## config.mk

```make
export PLATFORM = sky130hd
export DESIGN_NAME = add_seq
export DESIGN_NICKNAME = d
export VERILOG_FILES = /design/src/rtl/add_seq_pkg.sv /design/src/rtl/add8.sv /design/src/rtl/add_seq.sv
export SDC_FILE = /design/constraint.sdc
export NUM_CORES = 1
export LEC_CHECK = 0
export ABC_AREA = 1
export CORE_ASPECT_RATIO = 1.2
export CORE_MARGIN = 4
export CORE_UTILIZATION = 25
export CTS_CLUSTER_DIAMETER = 100
export DETAILED_ROUTE_END_ITERATION = 10
export PLACE_DENSITY = 0.54
export SYNTH_ARGS = -nofsm -noshare
export SYNTH_HDL_FRONTEND = slang
export SYNTH_HIERARCHICAL = 1
export SYNTH_SLANG_ARGS = --single-unit
```

## constraint.sdc

```tcl
create_clock -name clk -period 4.5 [get_ports clk]
set_input_delay 1.35 -clock clk [delete_from_list [all_inputs] [get_ports clk]]
set_output_delay 1.35 -clock clk [all_outputs]
set_load 0.02 [all_outputs]
```

## src/rtl/add_seq_pkg.sv

```systemverilog
// rtl/add_seq_pkg.sv - shared constants and state encoding for the add_seq sequencer
package add_seq_pkg;

  localparam int BYTE_W     = 8;
  localparam int MAX_NBYTES = 16;
  // Byte counter sized for the widest legal configuration.
  localparam int CNT_W      = $clog2(MAX_NBYTES);

  typedef enum logic [1:0] {
    IDLE = 2'd0,
    RUN  = 2'd1,
    DONE = 2'd2
  } state_e;

endpackage

```

## src/rtl/add8.sv

```systemverilog
// rtl/add8.sv - 8-bit ripple-carry adder shared by the byte sequencer
module add8
  import add_seq_pkg::*;
(
  input  logic [BYTE_W-1:0] a,
  input  logic [BYTE_W-1:0] b,
  input  logic              ci,
  output logic [BYTE_W-1:0] s,
  output logic              co
);

  logic [BYTE_W:0] c;

  always_comb begin
    c    = '0;
    s    = '0;
    c[0] = ci;
    for (int i = 0; i < BYTE_W; i++) begin
      s[i]   = a[i] ^ b[i] ^ c[i];
      c[i+1] = (a[i] & b[i]) | (c[i] & (a[i] ^ b[i]));
    end
  end

  assign co = c[BYTE_W];

endmodule

```

## src/rtl/add_seq.sv

```systemverilog
// rtl/add_seq.sv - multi-byte add sequencer over one add8; ADD_SEQ_SUB_EN adds the sub port
module add_seq
  import add_seq_pkg::*;
#(
  parameter int NBYTES = 4
) (
  input  logic                   clk,
  input  logic                   rst,
  input  logic                   start,
  input  logic [8*NBYTES-1:0]    a,
  input  logic [8*NBYTES-1:0]    b,
  input  logic                   ci_in,
`ifdef ADD_SEQ_SUB_EN
  input  logic                   sub,
`endif
  output logic                   busy,
  output logic                   done,
  output logic [8*NBYTES-1:0]    s,
  output logic                   co,
  output logic                   ovf
);

  localparam int W = BYTE_W * NBYTES;

  state_e             state_q, state_d;
  logic [CNT_W-1:0]   idx_q;
  logic [W-1:0]       a_q, b_q, s_q;
  logic               carry_q, co_q, ovf_q;
  logic               load, step, last;
  logic [W-1:0]       b_eff;
  logic               c_init;
  logic [BYTE_W-1:0]  a_byte, b_byte, sum_byte;
  logic               sum_co;

  // B is inverted at accept time so the RUN datapath is identical for add and subtract.
`ifdef ADD_SEQ_SUB_EN
  assign b_eff  = sub ? ~b : b;
  assign c_init = sub ? 1'b1 : ci_in;
`else
  assign b_eff  = b;
  assign c_init = ci_in;
`endif

  assign last   = (idx_q == CNT_W'(NBYTES - 1));
  assign a_byte = a_q[idx_q*BYTE_W +: BYTE_W];
  assign b_byte = b_q[idx_q*BYTE_W +: BYTE_W];

  add8 u_add8 (
    .a  (a_byte),
    .b  (b_byte),
    .ci (carry_q),
    .s  (sum_byte),
    .co (sum_co)
  );

  always_comb begin
    state_d = state_q;
    load    = 1'b0;
    step    = 1'b0;
    case (state_q)
      IDLE: begin
        if (start) begin
          load    = 1'b1;
          state_d = RUN;
        end
      end
      RUN: begin
        step = 1'b1;
        if (last) state_d = DONE;
      end
      DONE:    state_d = IDLE;
      default: state_d = IDLE;
    endcase
  end

  always_ff @(posedge clk or posedge rst) begin
    if (rst) state_q <= IDLE;
    else     state_q <= state_d;
  end

  always_ff @(posedge clk or posedge rst) begin
    if (rst) begin
      idx_q   <= '0;
      a_q     <= '0;
      b_q     <= '0;
      s_q     <= '0;
      carry_q <= 1'b0;
      co_q    <= 1'b0;
      ovf_q   <= 1'b0;
    end else if (load) begin
      idx_q   <= '0;
      a_q     <= a;
      b_q     <= b_eff;
      carry_q <= c_init;
    end else if (step) begin
      s_q[idx_q*BYTE_W +: BYTE_W] <= sum_byte;
      carry_q <= sum_co;
      idx_q   <= idx_q + 1'b1;
      if (last) begin
        co_q  <= sum_co;
        ovf_q <= (a_q[W-1] == b_q[W-1]) && (sum_byte[BYTE_W-1] != a_q[W-1]);
      end
    end
  end

  assign busy = (state_q != IDLE);
  assign done = (state_q == DONE);
  assign s    = s_q;
  assign co   = co_q;
  assign ovf  = ovf_q;

endmodule
```

==> impl_table.tex <==
\begin{tabular}{lr}
\hline
Metric & Value \\
\hline
\multicolumn{2}{l}{\textbf{Yosys}} \\
Post-synthesis sequential element count & 105 \\
FFs w/ async S/R, synth & 100\% \\
Number of enable flip-flop cells after synthesis & 0 \\
Primary flip-flop cell chosen by synthesis mapping & sky130\_fd\_sc\_hd\_\_dfrtp\_1 \\
Synth warn & 6 \\
Number of distinct library cells after synthesis & 29 \\
Mapped Nets & 715 \\
Post-synthesis instance area & 5120 um\^{}2 \\
Post-Synthesis Cells & 636 \\
Portion of the post-synthesis area used by sequential elements & 51.3\% \\
Syn\_area\_per\_cell & 8.05 um\^{}2 \\
\multicolumn{2}{l}{\textbf{Critical path}} \\
Cell type group with the largest total delay on the critical path & adder cells \\
Type of element launching the critical path & flop \\
Count of buffering cells on the critical path with inverters included & 6 \\
Library cell contributing the largest single delay on the critical path & sky130\_fd\_sc\_hd\_\_dfrtp\_2 \\
Endpoint of the worst-slack reg-to-reg timing path & s[15]\$\_DFFE\_PP0P\_ \\
R2r setup slk & 190 ps \\
Data arrival time at the worst-slack endpoint & 4590 ps \\
Cells traversed along the worst timing path & buf\_4 -> o211ai\_1 -> a21oi\_2 -> fa\_2 -> inv\_1 -> fa\_1 -> inv\_1 -> fa\_2 -> fa\_2 -> fa\_2 -> fa\_2 -> fa\_2 -> inv\_2 -> fa\_1 -> inv\_2 -> nand2\_1 -> nor2\_1 -> inv\_1 -> a21oi\_1 \\
Critical path data required time & 4780 ps \\
Worst reg-to-reg path cell count & 19 \\
Critical path launch point & idx\_q[0]\$\_DFFE\_PP0P\_ \\
Kind of capture point of the worst setup path & flop \\
Reg-to-reg startpoint & idx\_q[0]\$\_DFFE\_PP0P\_ \\
Peak fanout along the critical path & 5 \\
Worst setup path category & reg2reg \\
Cell occurring most often along the worst timing path & sky130\_fd\_sc\_hd\_\_fa\_2 \\
Slowest cell delay on critical path & 440 ps \\
\multicolumn{2}{l}{\textbf{GRT}} \\
Pin count of the biggest net entering global routing & 62 \\
Number of global-route vias before repair & 4211 \\
Global-route wire length before repair & 22.2 mm \\
Residual overflow from global routing & 0 \\
Global-route usage over all layers & 12.4\% \\
Initial antenna violation count & 0 \\
\multicolumn{2}{l}{\textbf{Power and ir drop}} \\
Clock share of power & 15.6\% \\
Final Power & 5.56 mW \\
Net switching power figure & 2.50 mW \\
Power density cells & 810 nW/um\^{}2 \\
Worst ir drop on vdd & 0.000361 V \\
Internal portion of total power & 3.06 mW \\
Static leakage & 3.26 nW \\
Fraction of power spent switching nets & 45.0\% \\
Combinational cell fraction of total power & 55.7\% \\
Portion of total power attributed to sequential cells & 28.7\% \\
\multicolumn{2}{l}{\textbf{Floorplanning}} \\
Placeable core region & 20200 um\^{}2 \\
Effective utilization at floorplan & 25.4\% \\
Die outline width & 139 um \\
Die area & 22800 um\^{}2 \\
Die Height & 165 um \\
I/O pin count & 104 \\
Standard-cell rows & 57 \\
\multicolumn{2}{l}{\textbf{Worst hold path}} \\
Path category of the worst min-delay check & reg2reg \\
Hold Path Sink & s[3]\$\_DFFE\_PP0P\_ \\
Hold Path Origin & s[3]\$\_DFFE\_PP0P\_ \\
Hold path depth & 2 \\
\multicolumn{2}{l}{\textbf{Final layout}} \\
Total number of nets in the final design & 821 \\
Core occupancy in the finished layout & 34.0\% \\
Syn-to-layout area delta & 34.0\% \\
Ratio of cells with drive above 1 in the final layout & 9.64\% \\
Antenna diode count & 0 \\
\multicolumn{2}{l}{\textbf{Drt}} \\
Detailed-route via count & 4208 \\
DRC violation count after routing & 0 \\
WL final & 13.9 mm \\
Average routed wire per standard cell & 13.7 um \\
Number of DRC markers after the initial detailed-route iteration & 247 \\
Detailed Routing Iterations Pass 1 & 4 \\
Antenna violation net count after detailed routing & 0 \\
Average via count per standard cell & 4.16 \\
\multicolumn{2}{l}{\textbf{Placed design}} \\
HPWL after DPL & 10.6 mm \\
Placer Congestion & 0.804 \\
Number of port buffers & 103 \\
Post-placement worst setup slack & -41.1 ps \\
\multicolumn{2}{l}{\textbf{STA}} \\
Setup violations, final & 0 \\
Minimum hold slack & 475 ps \\
Max Clk Rate & 0.232 GHz \\
Final number of hold-violating endpoints & 0 \\
Worst-case setup margin in the final layout & 187 ps \\
Period utilization & 95.9\% \\
Number of max-slew violations in the final report & 0 \\
Fin Setup TNS & 0 ps \\
Max Clock Skew & 7.32 ps \\
Transition time at the pin with the least slew margin & 770 ps \\
Final critical-path required period & 4310 ps \\
Worst slew slack as a fraction of its limit & 48.7\% \\
Unrepaired setup endpoints after global routing & no \\
\multicolumn{2}{l}{\textbf{Run status}} \\
Outcome & completed \\
\multicolumn{2}{l}{\textbf{Run}} \\
Number of maximum-capacitance constraint violations & 0 \\
\multicolumn{2}{l}{\textbf{Clock tree}} \\
Number of buffers inserted for hold repair after clock tree synthesis & 0 \\
TritonCTS Buffers & 9 \\
Clock tree root driver cell & sky130\_fd\_sc\_hd\_\_clkbuf\_16 \\
Number of sinks on the clock net & 105 \\
Clock-pin slew of the registers on the worst-case setup and hold paths & 70 ps \\
Maximum level of the CTS H-tree & 3 \\
Later-pin clock latency in the skew report & 350 ps \\
Number of buffers on the longest clock path & 2 \\
TritonCTS clock tree & done \\
\hline
\end{tabular}
[synthesized netlist by cell type (7+ instances only)]
| cell type | number | share of area (%) |
|---|---|---|
| sky130_fd_sc_hd__nor2_1 | 62 | 4.5 |
| sky130_fd_sc_hd__nand2_1 | 235 | 17 |
| sky130_fd_sc_hd__o21ai_1 | 8 | 0.78 |
| sky130_fd_sc_hd__o21ai_0 | 43 | 4.2 |
| sky130_fd_sc_hd__buf_2 | 7 | 0.68 |
| sky130_fd_sc_hd__inv_1 | 45 | 3.3 |
| sky130_fd_sc_hd__clkbuf_1 | 17 | 1.2 |
| sky130_fd_sc_hd__a21oi_1 | 33 | 3.2 |
| sky130_fd_sc_hd__fa_1 | 8 | 3.1 |
| sky130_fd_sc_hd__nand3_1 | 27 | 2.6 |
| sky130_fd_sc_hd__dfrtp_1 | 105 | 51 |
[timing repair]
action	CTS	global route
buffers inserted	3	0
pin swaps	0	5
gates resized for setup	6	8
endpoints found under the setup margin	4	5
[state kept, by name, indices dropped and copies added (netlist names)]
| name | cells |
|---|---|
| carry_q | 1 |
| ovf | 1 |
| a_q | 32 |
| s | 32 |
| idx_q | 4 |
| b_q | 32 |
| state_q | 2 |
| co | 1 |
[logic make-up after synthesis]
kind of cell               share of synthesized area, %
and+or+nand+nor                                    28.0
DFF                                                51.3
AOI/OAI and AO/OA                                  9.63
xor gates and xnor gates                          0.318
adders and majority gates                          3.86
buffers and inverters                              6.89
[layout by cell type, fill, tap and decap left out, drive strengths merged]
master           n
nor2            69
nand2          238
o21ai           51
clkdlybuf4s50  103
xnor2            1
dfrtp          105
ha               3
clkbuf          12
buf             22
o211ai           6
inv             53
nand4            2
o22ai            1
nor3             3
fa               8
bufinv           2
nand3           31
a21oi           34
clkinv           1
a31oi            2
[per-layer routing]
metal	routed length [um]	track usage (%)	vias up	share of wire, %
met5	0	0	-	0
met4	207	4.27	0	1.5
met3	420	2.35	9	3.0
met2	7090	21.7	64	51
met1	6140	15.5	1925	44
li1	-	-	2210	-
[layout make-up]
type	instances	area, um^2
clock buffer	12	256
timing repair buffer	125	1210
clock inverter	4	73.8
sequential	105	2630
inverter	52	200
multi-input combinational	449	2160
tap	265	332
fill	2135	13300
[worst max-delay path by stage]
stage | to | slack [ps] | depth (start not counted)
2_1_floorplan | s[15]$_DFFE_PP0P_ | 7 | 22
4_1_cts | s[15]$_DFFE_PP0P_ | 30 | 20
6_report | s[15]$_DFFE_PP0P_ | 190 | 19
5_1_grt | s[15]$_DFFE_PP0P_ | 20 | 19
3_3_place_gp | s[31]$_DFFE_PP0P_ | 70 | 20
3_5_place_dp | s[15]$_DFFE_PP0P_ | -40 | 20
[power groups by stage]
stage / logic [mW] / registers (mW) / clock network (mW)
after detailed placement: 3.04 / 1.62 / 0
final: 3.10 / 1.59 / 0.869
after global routing: 3.48 / 1.64 / 0.935
after global placement: 3.02 / 1.62 / 0
after floorplan: 1.92 / 1.68 / 0
after CTS: 3.10 / 1.60 / 0.891
[through the flow]
step	instances	area, um^2
floorplan	636	5120
global placement	993	6480
detailed placement	993	6480
CTS	1012	6850
global route	1012	6860
finish	1012	6860
[worst register-to-register path, cell delays in order (launching register included)]
cell	delay, ps
sky130_fd_sc_hd__dfrtp_2	440
sky130_fd_sc_hd__buf_4	150
sky130_fd_sc_hd__o211ai_1	190
sky130_fd_sc_hd__a21oi_2	90
sky130_fd_sc_hd__fa_2	350
sky130_fd_sc_hd__inv_1	70
sky130_fd_sc_hd__fa_1	170
sky130_fd_sc_hd__inv_1	60
sky130_fd_sc_hd__fa_2	340
sky130_fd_sc_hd__fa_2	350
sky130_fd_sc_hd__fa_2	350
sky130_fd_sc_hd__fa_2	350
sky130_fd_sc_hd__fa_2	350
sky130_fd_sc_hd__inv_2	60
sky130_fd_sc_hd__fa_1	430
sky130_fd_sc_hd__inv_2	90
sky130_fd_sc_hd__nand2_1	70
sky130_fd_sc_hd__nor2_1	120
sky130_fd_sc_hd__inv_1	60
sky130_fd_sc_hd__a21oi_1	140
(Power assumes the default switching activity.)
==> edit 1, RTL diff (same settings) <==
`NBYTES`: 4 -> 5.
--- a/src/rtl/add_seq.sv
+++ b/src/rtl/add_seq.sv
@@ -3,5 +3,5 @@
   import add_seq_pkg::*;
 #(
-  parameter int NBYTES = 4
+  parameter int NBYTES = 5
 ) (
   input  logic                   clk,
Interface: changed (resized a, b and s); port bits go from 104 to 128. No check against the original RTL was run, so the function may have changed too.
==> edit 1 against the original RTL <==
  * The run now ends with negative setup slack left
  * Setup slack lost 0.19 ns
  * Final area grew 28%
  * Highest routed layer unchanged
  * Synthesized area grew 26%
  * Fmax shrank 4.2%
  * Critical path depth grew 3
  * Routed wire length grew 33%
  * Power grew 33%
  * Sequential cell count grew 24
==> edit 1: results (changes against the original RTL) <==
status: finished, violations left
failing checks: negative setup slack
PortBufs: 127 (+23%)
# setup viols final: 1 (+1)
Placement Cell Area: 8150 µm² (+26%)
ys flop type: dfrtp_1
Clock Skew: 0.00926 ns (+0.00194 ns)
Peak supply drop: 0.427 mV (+18%)
pin count of the biggest net entering global routing: 130 (+110%)
latest clock arrival within the worst-skew pair: 0.41 ns (+0.06 ns)
Leak: 0.00425 µW (+31%)
Tot GR Track Use: 13.4% (+0.94 points)
wire length on met1: 8300 µm (+35%)
Hold EP: s[21]
Final Wtd Congestion: 0.839 (+4.3%)
Max-slew headroom: 38.8% (-9.9 points)
diodes inserted: 0 (unchanged)
setup slack after layout: -0.00259 ns (-0.189 ns)
clock transition at the registers of the reported paths: 0.06 ns
met3 routed WL: 733 µm (+75%)
synth cell count leaders: nand2_1, dfrtp_1, inv_1
Mapped Avg Cell Area: 7.82 µm² (-2.8%)
DPL Wire Length: 13600 µm (+29%)
post-route setup TNS: -0.00259 ns (-0.00259 ns)
crit path DAT: 4.83 ns (+0.24 ns)
met2 WL: 9080 µm (+28%)
number of global-route vias before repair: 5639 (+34%)
share of cells above drive strength 1: 10.9% (+1.3 points)
Hold WS: 0.469 ns (-0.00614 ns)
Via density: 4.28 (+2.8%)
H-tree levels: 4 (+1)
Critical R2R Capture: ovf
CP Max Fanout: 3 (-2)
net count after synthesis: 918 (+28%)
first-iteration detailed-routing DRC count: 258 (+4.5%)
Net count, final: 1051 (+28%)
Seq. cell area: 3230 µm² (+23%)
Inserted Clock Buffers: 17 (+8)
final-layout fill cell count: 2731 (+28%)
Reg2Reg Depth: 22 (+3)
Critical Path End Type: flip-flop
non-filler cells, final: 1299 (+28%)
Min-Delay Path Class: reg2reg
DRT Wirelength: 18400 µm (+33%)
first-pass GRT wire length: 30200 µm (+36%)
-- edit 1: cell types whose count changed after synthesis, sizes merged, moves of 12 or more --
cell / before / now
nand2: 238 / 333
o21ai: 51 / 67
a21oi: 34 / 22
dfrtp: 105 / 129
nand3: 31 / 54
inv: 52 / 76
-- edit 1: cell families after synthesis --
| kind of cell | Yosys count | synth area share, % |
|---|---|---|
| AOI/OAI and AO/OA | 107 | 9.29 |
| xor gates and xnor gates | 1 | 0.136 |
| adders and majority gates | 11 | 3.07 |
| buffers and inverters | 117 | 7.58 |
| DFF | 129 | 50.1 |
| and+or+nand+nor | 458 | 29.8 |
-- edit 1: layout make-up --
cell class | instances | area share, %
multi-input combinational | 577 | 31.5
clock buffer | 21 | 5.25
timing repair buffer | 154 | 17.1
sequential | 129 | 36.8
tap | 330 | 4.71
inverter | 77 | 3.37
clock inverter | 11 | 1.28
-- edit 1: power by group --
group | total [µW] | switching, µW | internal [µW]
logic | 4070 | 2550 | 1510
registers | 1990 | 303 | 1680
clock network | 1340 | 502 | 838
total | 7390 | 3360 | 4030
-- edit 1: repair_timing --
action / CTS / global route
endpoints found under the hold margin: 0 / 0
setup endpoints to repair: 6 / 6
gates resized for setup: 5 / 18
buffers inserted: 0 / 1
pin swaps: 3 / 5
-- edit 1: metal layers --
| metal | track usage (%) | vias to the layer above |
|---|---|---|
| met4 | 3.67 | 0 |
| met5 | 0 | - |
| met1 | 17.6 | 2569 |
| li1 | - | 2850 |
| met2 | 22.4 | 114 |
| met3 | 2.83 | 21 |
==> edit 2, RTL diff (config.mk and constraints unchanged) <==
Without the edit above. Make the reset (`rst`) synchronous in 2 clocked blocks.
--- a/src/rtl/add_seq.sv
+++ b/src/rtl/add_seq.sv
@@ -74,10 +74,10 @@
   end
 
-  always_ff @(posedge clk or posedge rst) begin
+  always_ff @(posedge clk) begin
     if (rst) state_q <= IDLE;
     else     state_q <= state_d;
   end
 
-  always_ff @(posedge clk or posedge rst) begin
+  always_ff @(posedge clk) begin
     if (rst) begin
       idx_q   <= '0;
Function: differs if rst is asserted again (counterexample within 4 cycles, from zero or initial values and one cycle with rst high); with rst held inactive, the same outputs for 10 cycles.
==> edit 2 against the original RTL <==
  * Setup slack better by 0.026 ns
  * Die area down 4.5%
  * Routed wire length about the same
  * Synthesized area is 4.7% lower
  * Sequential cell count unchanged
  * Sequential share of layout area down 6.0 points
  * Global-route usage rose by 0.41 points
  * Final area fell by 5.0%
  * Critical endpoint is now s[31]
Power is not compared: it rests on default switching activity, and its combinational part moved more than twofold at a synthesized area within 25%.
==> edit 2: results (changes against the original RTL) <==
status: finished clean
wire length on met1: 6370 µm (+3.8%)
DPL Wire Length: 10400 µm (-1.8%)
M2 GR Usage: 21.1% (-0.56 points)
Net count, final: 880 (+7.2%)
first-iteration detailed-routing DRC count: 230 (-6.9%)
ys flop type: dfxtp_1
CTS resizes: 1 (-5)
Distinct cells, synth: 30 (+3.4%)
worst hold path startpoint: a_q[11]
Synth async-reset ratio: 0% (-100 points)
Area growth syn-to-layout: 33.7%
CP Max Fanout: 7 (+2)
met2 WL: 6600 µm (-6.9%)
first-pass GRT wire length: 22300 µm (+0.28%)
Tot GR Track Use: 12.8% (+0.41 points)
Post CTS Setup Buffer Count: 0 (-3)
CP endpoint: s[31]
final-layout fill cell count: 2105 (-1.4%)
Clock Skew: 0.00817 ns (+0.000843 ns)
Hold EP: a_q[11]
post-synth top area share: 43.1% (-8.2 points)
synth top area cells: dfxtp_1, nor2_1, o21ai_0, nand2_1, inv_1
crit-path max cell delay: 0.41 ns (-0.03 ns)
Worst Setup SP: idx_q[0]
synth cell count leaders: nor2_1, dfxtp_1, o21ai_0
met3 routed WL: 646 µm (+54%)
vias: 4497 (+6.9%)
number of global-route vias before repair: 4417 (+4.9%)
DRT Wirelength: 13900 µm (about the same)
DP Worst Slack: -0.0428 ns (-0.00167 ns)
Crit-path slowest cell: fa_1
share of cells above drive strength 1: 9.33% (-0.31 points)
pin count of the biggest net entering global routing: 71 (+15%)
setup slack after layout: 0.213 ns (+0.0262 ns)
## edit 2: kinds of logic (layout without fill, tap and decap cells)
kind of cell    count (synthesis)  in the layout  synth area share (%)
simple gates                  362            362                  31.3
fa+ha+maj                      11             11                  4.05
buf+inv                        91            189                  7.36
flops                         105            105                  43.1
compound gates                137            137                  14.2
## edit 2: area by class of cell
class	instances	area share (%)
timing repair buffer	122	18.0
sequential	105	32.3
inverter	53	3.15
tap	256	4.91
clock inverter	3	0.288
clock buffer	11	3.72
multi-input combinational	510	37.6
## edit 2: metrics by stage
| stage | cells | total power [µW] | hold slack, ns |
|---|---|---|---|
| finish | 1060 | 2190 | 0.478 |
| global route | 1060 | 2310 | 0.505 |
| CTS | 1058 | 2210 | 0.484 |
| detailed placement | 1044 | 1480 | 0.467 |
| global placement | 1044 | 1480 | 0.459 |
| floorplan | 706 | 1300 | 0.449 |
## edit 2: tightest hold or removal path: stages (launching register included)
cell and delay, ns:
dfxtp_1 0.32, nor2_1 0.04, nor2_1 0.08
